## config.mk

```make
export PLATFORM = sky130hd
export DESIGN_NAME = rvv_backend_rob_wb_collector
export DESIGN_NICKNAME = d
export VERILOG_FILES = /design/src/rtl/rvv_backend_rob_wb_collector.sv
export SDC_FILE = /design/constraint.sdc
export NUM_CORES = 1
export LEC_CHECK = 0
export BUFFER_PORTS_ARGS = -buffer_cell sky130_fd_sc_hd__buf_2
export CORE_AREA = 2 2 388 390
export CTS_CLUSTER_SIZE = 20
export DETAILED_ROUTE_END_ITERATION = 12
export DIE_AREA = 0 0 390 392
export PLACE_DENSITY = 0.67
export REMOVE_ABC_BUFFERS = 1
export SYNTH_ARGS = -nofsm -noshare
export SYNTH_HDL_FRONTEND = slang
export SYNTH_SLANG_ARGS = --single-unit
```

## constraint.sdc

```tcl
create_clock -name clk -period 17.2 [get_ports clk]
set_clock_uncertainty 0.05 [all_clocks]
set_input_delay 1.72 -clock clk [delete_from_list [all_inputs] [get_ports clk]]
set_output_delay 1.72 -clock clk [all_outputs]
set_load 0.02 [all_outputs]
```

## src/rtl/rvv_backend_rob_wb_collector.sv

```systemverilog
// rvv_backend_rob_wb_collector
//
// ROB-side collector for processing-unit results. Entries are allocated in
// program order at the tail. Writebacks from NUM_PU execution units may arrive
// out of order and are captured into the addressed entry. Completed entries
// are handed to the commit stage strictly in allocation order from the head.
//
// Ports:
//   clk, rst          clock and synchronous active-high reset
//   flush             discard all entries (wb_err preserved)
//   alloc_valid/ready dispatch handshake; alloc_entry is the granted index
//   wb_valid          per-port writeback strobe
//   wb_rob_entry      per-port target entry, IDX_W bits per port
//   wb_data           per-port result, VLEN bits per port
//   wb_vsaturate      per-port saturation flags, VLENB bits per port
//   retire_valid/ready head-of-ROB handshake to commit
//   retire_entry/data/vsaturate  head entry contents
//   rob_empty, rob_full  occupancy status
//   wb_err            sticky flag for illegal or colliding writebacks
module rvv_backend_rob_wb_collector #(
    parameter int ROB_DEPTH = 8,
    parameter int NUM_PU    = 2,
    parameter int VLEN      = 128,
    parameter int VLENB     = VLEN / 8,
    parameter int IDX_W     = $clog2(ROB_DEPTH)
) (
    input  logic                      clk,
    input  logic                      rst,
    input  logic                      flush,
    input  logic                      alloc_valid,
    output logic                      alloc_ready,
    output logic [IDX_W-1:0]          alloc_entry,
    input  logic [NUM_PU-1:0]         wb_valid,
    input  logic [NUM_PU*IDX_W-1:0]   wb_rob_entry,
    input  logic [NUM_PU*VLEN-1:0]    wb_data,
    input  logic [NUM_PU*VLENB-1:0]   wb_vsaturate,
    output logic                      retire_valid,
    input  logic                      retire_ready,
    output logic [IDX_W-1:0]          retire_entry,
    output logic [VLEN-1:0]           retire_data,
    output logic [VLENB-1:0]          retire_vsaturate,
    output logic                      rob_empty,
    output logic                      rob_full,
    output logic                      wb_err
);

    // Pointers carry one extra wrap bit to distinguish full from empty.
    logic [IDX_W:0]         head_ptr;
    logic [IDX_W:0]         tail_ptr;
    logic [ROB_DEPTH-1:0]   entry_alloc;
    logic [ROB_DEPTH-1:0]   entry_done;
    logic [VLEN-1:0]        entry_data [ROB_DEPTH];
    logic [VLENB-1:0]       entry_sat  [ROB_DEPTH];
    logic                   wb_err_q;

    logic [IDX_W-1:0]       head_idx;
    logic [IDX_W-1:0]       tail_idx;
    logic                   full;
    logic                   empty;
    logic                   alloc_fire;
    logic                   retire_fire;

    logic [IDX_W-1:0]       wb_idx [NUM_PU];
    logic [NUM_PU-1:0]      wb_dup;
    logic [NUM_PU-1:0]      wb_accept;
    logic                   wb_err_set;

    assign head_idx = head_ptr[IDX_W-1:0];
    assign tail_idx = tail_ptr[IDX_W-1:0];
    assign empty    = (head_ptr == tail_ptr);
    assign full     = (head_idx == tail_idx) && (head_ptr[IDX_W] != tail_ptr[IDX_W]);

    // No same-cycle credit from retire: a full ROB refuses alloc even when
    // the head leaves in that cycle.
    assign alloc_ready  = !full;
    assign alloc_entry  = tail_idx;
    assign alloc_fire   = alloc_valid && alloc_ready;

    assign retire_valid     = entry_alloc[head_idx] && entry_done[head_idx];
    assign retire_entry     = head_idx;
    assign retire_data      = entry_data[head_idx];
    assign retire_vsaturate = entry_sat[head_idx];
    assign retire_fire      = retire_valid && retire_ready;

    assign rob_empty = empty;
    assign rob_full  = full;
    assign wb_err    = wb_err_q;

    always_comb begin
        for (int p = 0; p < NUM_PU; p++) begin
            wb_idx[p] = wb_rob_entry[p*IDX_W +: IDX_W];
        end
    end

    // A port loses to any lower-numbered valid port aimed at the same entry.
    always_comb begin
        wb_dup = '0;
        for (int p = 1; p < NUM_PU; p++) begin
            for (int q = 0; q < p; q++) begin
                if (wb_valid[q] && (wb_idx[q] == wb_idx[p])) begin
                    wb_dup[p] = 1'b1;
                end
            end
        end
    end

    // The entry being allocated this cycle still reads as unallocated here,
    // so a writeback to it is rejected as an error.
    always_comb begin
        wb_accept  = '0;
        wb_err_set = 1'b0;
        for (int p = 0; p < NUM_PU; p++) begin
            if (wb_valid[p]) begin
                if (entry_alloc[wb_idx[p]] && !entry_done[wb_idx[p]] && !wb_dup[p]) begin
                    wb_accept[p] = 1'b1;
                end else begin
                    wb_err_set = 1'b1;
                end
                if (wb_dup[p]) begin
                    wb_err_set = 1'b1;
                end
            end
        end
    end

    always_ff @(posedge clk) begin
        if (rst) begin
            head_ptr    <= '0;
            tail_ptr    <= '0;
            entry_alloc <= '0;
            entry_done  <= '0;
            wb_err_q    <= 1'b0;
        end else if (flush) begin
            head_ptr    <= '0;
            tail_ptr    <= '0;
            entry_alloc <= '0;
            entry_done  <= '0;
        end else begin
            // Retire, alloc and writeback always touch distinct entries:
            // head==tail index only when empty (no retire) or full (no alloc).
            if (retire_fire) begin
                entry_alloc[head_idx] <= 1'b0;
                entry_done[head_idx]  <= 1'b0;
                head_ptr              <= head_ptr + 1'b1;
            end
            if (alloc_fire) begin
                entry_alloc[tail_idx] <= 1'b1;
                entry_done[tail_idx]  <= 1'b0;
                tail_ptr              <= tail_ptr + 1'b1;
            end
            for (int p = 0; p < NUM_PU; p++) begin
                if (wb_accept[p]) begin
                    entry_done[wb_idx[p]] <= 1'b1;
                end
            end
            if (wb_err_set) begin
                wb_err_q <= 1'b1;
            end
        end
    end

    // Payload storage is not reset; it is only observed behind retire_valid.
    always_ff @(posedge clk) begin
        for (int p = 0; p < NUM_PU; p++) begin
            if (wb_accept[p] && !rst && !flush) begin
                entry_data[wb_idx[p]] <= wb_data[p*VLEN +: VLEN];
                entry_sat[wb_idx[p]]  <= wb_vsaturate[p*VLENB +: VLENB];
            end
        end
    end

endmodule

```

==> run_results.csv <==
group,metric,value,unit
status,status,"finished clean",
grt,grt.busiest_layer,"met2",
job,cap_violations,0,
pwr,p_leak,22.6,nW
timing,period_share,0.368,
timing,holdWs,0.490,ns
hold_path,worstHoldStart,"head_ptr[3]$_SDFFE_PP0N_",
logic_synthesis,synth_ff_type,"edfxtp_1",
timing,setup_viol,0,
timing,maxSlewHeadroom,0.209,
logic_synthesis,synth_most_common_cell,"edfxtp_1",
grt,antenna_found_initial,49,
drt,ant_nets,0,
placed_design,port_buffers,455,
logic_synthesis,ys_types,49,
cts,worstSkewPairLatency,0.77,ns
cts,cts_root_buffer,"clkbuf_16",
logic_synthesis,yosysWarnings,0,
grt,use_met1,0.279,
pwr,power.density,90.4,nW/um^2
finish,nets,3906,
logic_synthesis,postSynthAreaPerCell,18.6,um^2
timing,fin_ws,10.86,ns
worst_setup_path,cp_top_family,"buffers and inverters",
hold_path,hold_path_class,"reg -> reg",
logic_synthesis,synth_common_cells,"1152 x edfxtp_1, 1014 x mux2_1, 292 x mux4_2",
grt,grt_pass1_vias,33900,
cts,post-cts-setup-buffer-count,0,
finish,syn_to_final_growth,14.3,%
cts,cts.repair.resized,0,
floorplan,io_pins,456,
drt,viasPerCell,5.67,
logic_synthesis,yosysTopAreaCellShare,0.585,
worst_setup_path,crit_path_end_kind,"output pin",
cts,clkTransAtPathRegs,0.05,ns
worst_setup_path,cp.required,15.43,ns
worst_setup_path,cp_cell_sequence,"buf_4 -> buf_12 -> mux4_2 -> mux2_2 -> buf_2",
floorplan,initial_utilization,0.397,
cts,hold_buffers,0,
grt,met3_usage,0.0432,
worst_setup_path,rr_startpoint,"entry_done[7]$_SDFF_PP0_",
placed_design,gp_congestion,0.890,
cts,tritoncts,"built",
worst_setup_path,worstPathArrival,4.57,ns
grt,grtUsageMet2,0.327,
floorplan,core,149000,um^2
drt,drc,0,
timing,clock.fmax,0.158,GHz
drt,dr_total_vias,32200,
worst_setup_path,critPathBufInv,3,
drt,wirelength,158,mm
drt,first_pass_iters,7,
floorplan,die_area,153000,um^2
worst_setup_path,startpoint_type,"register",
worst_setup_path,critPathMaxFanout,102,
placed_design,dp_slack,11.10,ns
timing,hold_viol_final,0,
floorplan,die_w,390,um
worst_setup_path,slowest_delay,0.97,ns
timing,drv_slew,0,
grt,grtUsageTotal,0.204,
placed_design,dp.cells,5411,
logic_synthesis,netlist_instances,3175,
timing,tightest_slew,1.19,ns
floorplan,die_h,392,um
placed_design,dp_hpwl,85.7,mm
pwr,vdd_drop_max,0.0664,mV
cts,clkSinkCount,1180,
grt,grt_overflow_total,0,
timing,min_period,6.34,ns
finish,drive_gt1_frac,0.348,
grt,grt_start_max_net_pins,123,
cts,cts_buffer_depth,3,
logic_synthesis,ys_seq_area_frac,0.595,
cts,cts_made_buffers,134,
floorplan,num_rows,142,
logic_synthesis,syn_area,59100,um^2
worst_setup_path,crit_slowest_cell,"dfxtp_4",
logic_synthesis,synth-seq-cells,1180,
drt,drt_iter0_markers,2510,
logic_synthesis,synth_edf_count,1152,
grt,grt_pass1_wl,230,mm
logic_synthesis,yosys-top-cells-area,"edfxtp_1 59%, mux2_1 19%, mux4_2 11%",
timing,rsz0062_at_grt,"no",
finish,fin_cells,5683,
cts,h-tree-depth,4,
worst_setup_path,critPathKind,"reg -> out",
logic_synthesis,yosysTopAreaCell,"edfxtp_1",
worst_setup_path,r2r_slack,12.60,ns
logic_synthesis,synth-async-reset-ratio,0,
drt,wire_per_inst,27.7,um
power by group:
| part | total (W) | switching [W] | internal (W) | leakage [nW] |
|---|---|---|---|---|
| Combinational | 0.000230 | 0.000117 | 0.000113 | 10.0 |
| Sequential | 0.00315 | 0.000000975 | 0.00315 | 10.6 |
| Clock | 0.00272 | 0.00119 | 0.00153 | 2.00 |
worst paths after layout:
| kind | endpoint | cells past startpoint |
|---|---|---|
| hold / removal | head_ptr[3]$_SDFFE_PP0N_ | 2 |
| setup reg to reg | entry_data[3][64]$_DFFE_PP_ | 8 |
| setup / recovery | retire_data[41] | 5 |
| hold reg to reg | head_ptr[3]$_SDFFE_PP0N_ | 2 |
per-stage QoR:
| step | util | cell area (um^2) | total power (W) | setup TNS [ns] |
|---|---|---|---|---|
| 6_report | 0.454 | 67500 | 0.00611 | 0 |
| 5_1_grt | 0.453 | 67500 | 0.00629 | 0 |
| 4_1_cts | 0.453 | 67500 | 0.00617 | 0 |
| 3_5_place_dp | 0.426 | 63400 | 0.00344 | 0 |
| 3_3_place_gp | 0.426 | 63400 | 0.00343 | 0 |
| 2_1_floorplan | - | 58000 | 0.00333 | -409.12 |
cell type report:
class                   instances  area, um^2
flip-flops and latches       1180       35200
multi-input cells            1760       22900
clock inverters                74         618
fillers                     12900       81300
clock buffers                 167        3490
well taps                    1944        2430
diodes                         31        77.6
inverters                       6        22.5
repair buffers                521        2860
placed cells by master, fill, tap and decap left out, types with 5 or more instances in the layout:
cell,Yosys,layout
edfxtp_1,1152,1152
mux2_1,1014,1014
buf_2,104,455
mux4_2,292,292
mux2_2,145,145
mux2_4,138,138
clkbuf_16,0,134
buf_4,6,59
clkbuf_1,66,32
diode_2,0,31
clkinv_1,0,31
nand2_1,26,25
dfxtp_1,28,25
nor2_1,16,16
clkinv_2,0,16
mux2i_1,12,12
nand4_1,10,10
nand2b_1,9,9
a21oi_1,9,9
inv_6,0,9
xnor2_1,8,8
nand3_1,8,8
o21ai_4,0,8
o211ai_1,8,8
buf_12,0,7
inv_1,6,6
and2_1,5,5
o21ai_0,7,5
bufinv_16,0,5
worst register-to-register path, cell delays in order, from the launching register on:
cell,delay (ns)
dfxtp_1,0.48
mux2i_1,0.12
o22a_1,0.23
and3_1,0.27
nand4_1,0.52
buf_4,0.89
buf_4,0.74
buf_4,0.65
mux2_1,0.38
logic make-up (layout without fill, tap and decap cells):
kind of cell / count (synthesis) / count (layout) / synth area share
xor gates and xnor gates: 11 / 11 / 0.00163
other: 0 / 31 / 0
and+or+nand+nor: 94 / 94 / 0.00824
DFF: 1180 / 1180 / 0.595
adders and majority gates: 2 / 2 / 0.000423
muxes: 1601 / 1601 / 0.369
buffers and inverters: 235 / 768 / 0.0197
AOI/OAI and AO/OA: 52 / 52 / 0.00597
per-layer routing:
metal	share of wire	wire length, um
met5	0.0023	361
met4	0.022	3520
met3	0.065	10300
met2	0.47	74700
met1	0.44	68800
state kept, by name, summed over array words and instances (netlist names), named ones only:
register	count
entry_data	1024
head_ptr	4
entry_done	8
entry_alloc	8
tail_ptr	4
wb_err	1
entry_sat	128
(Power assumes the default switching activity.)
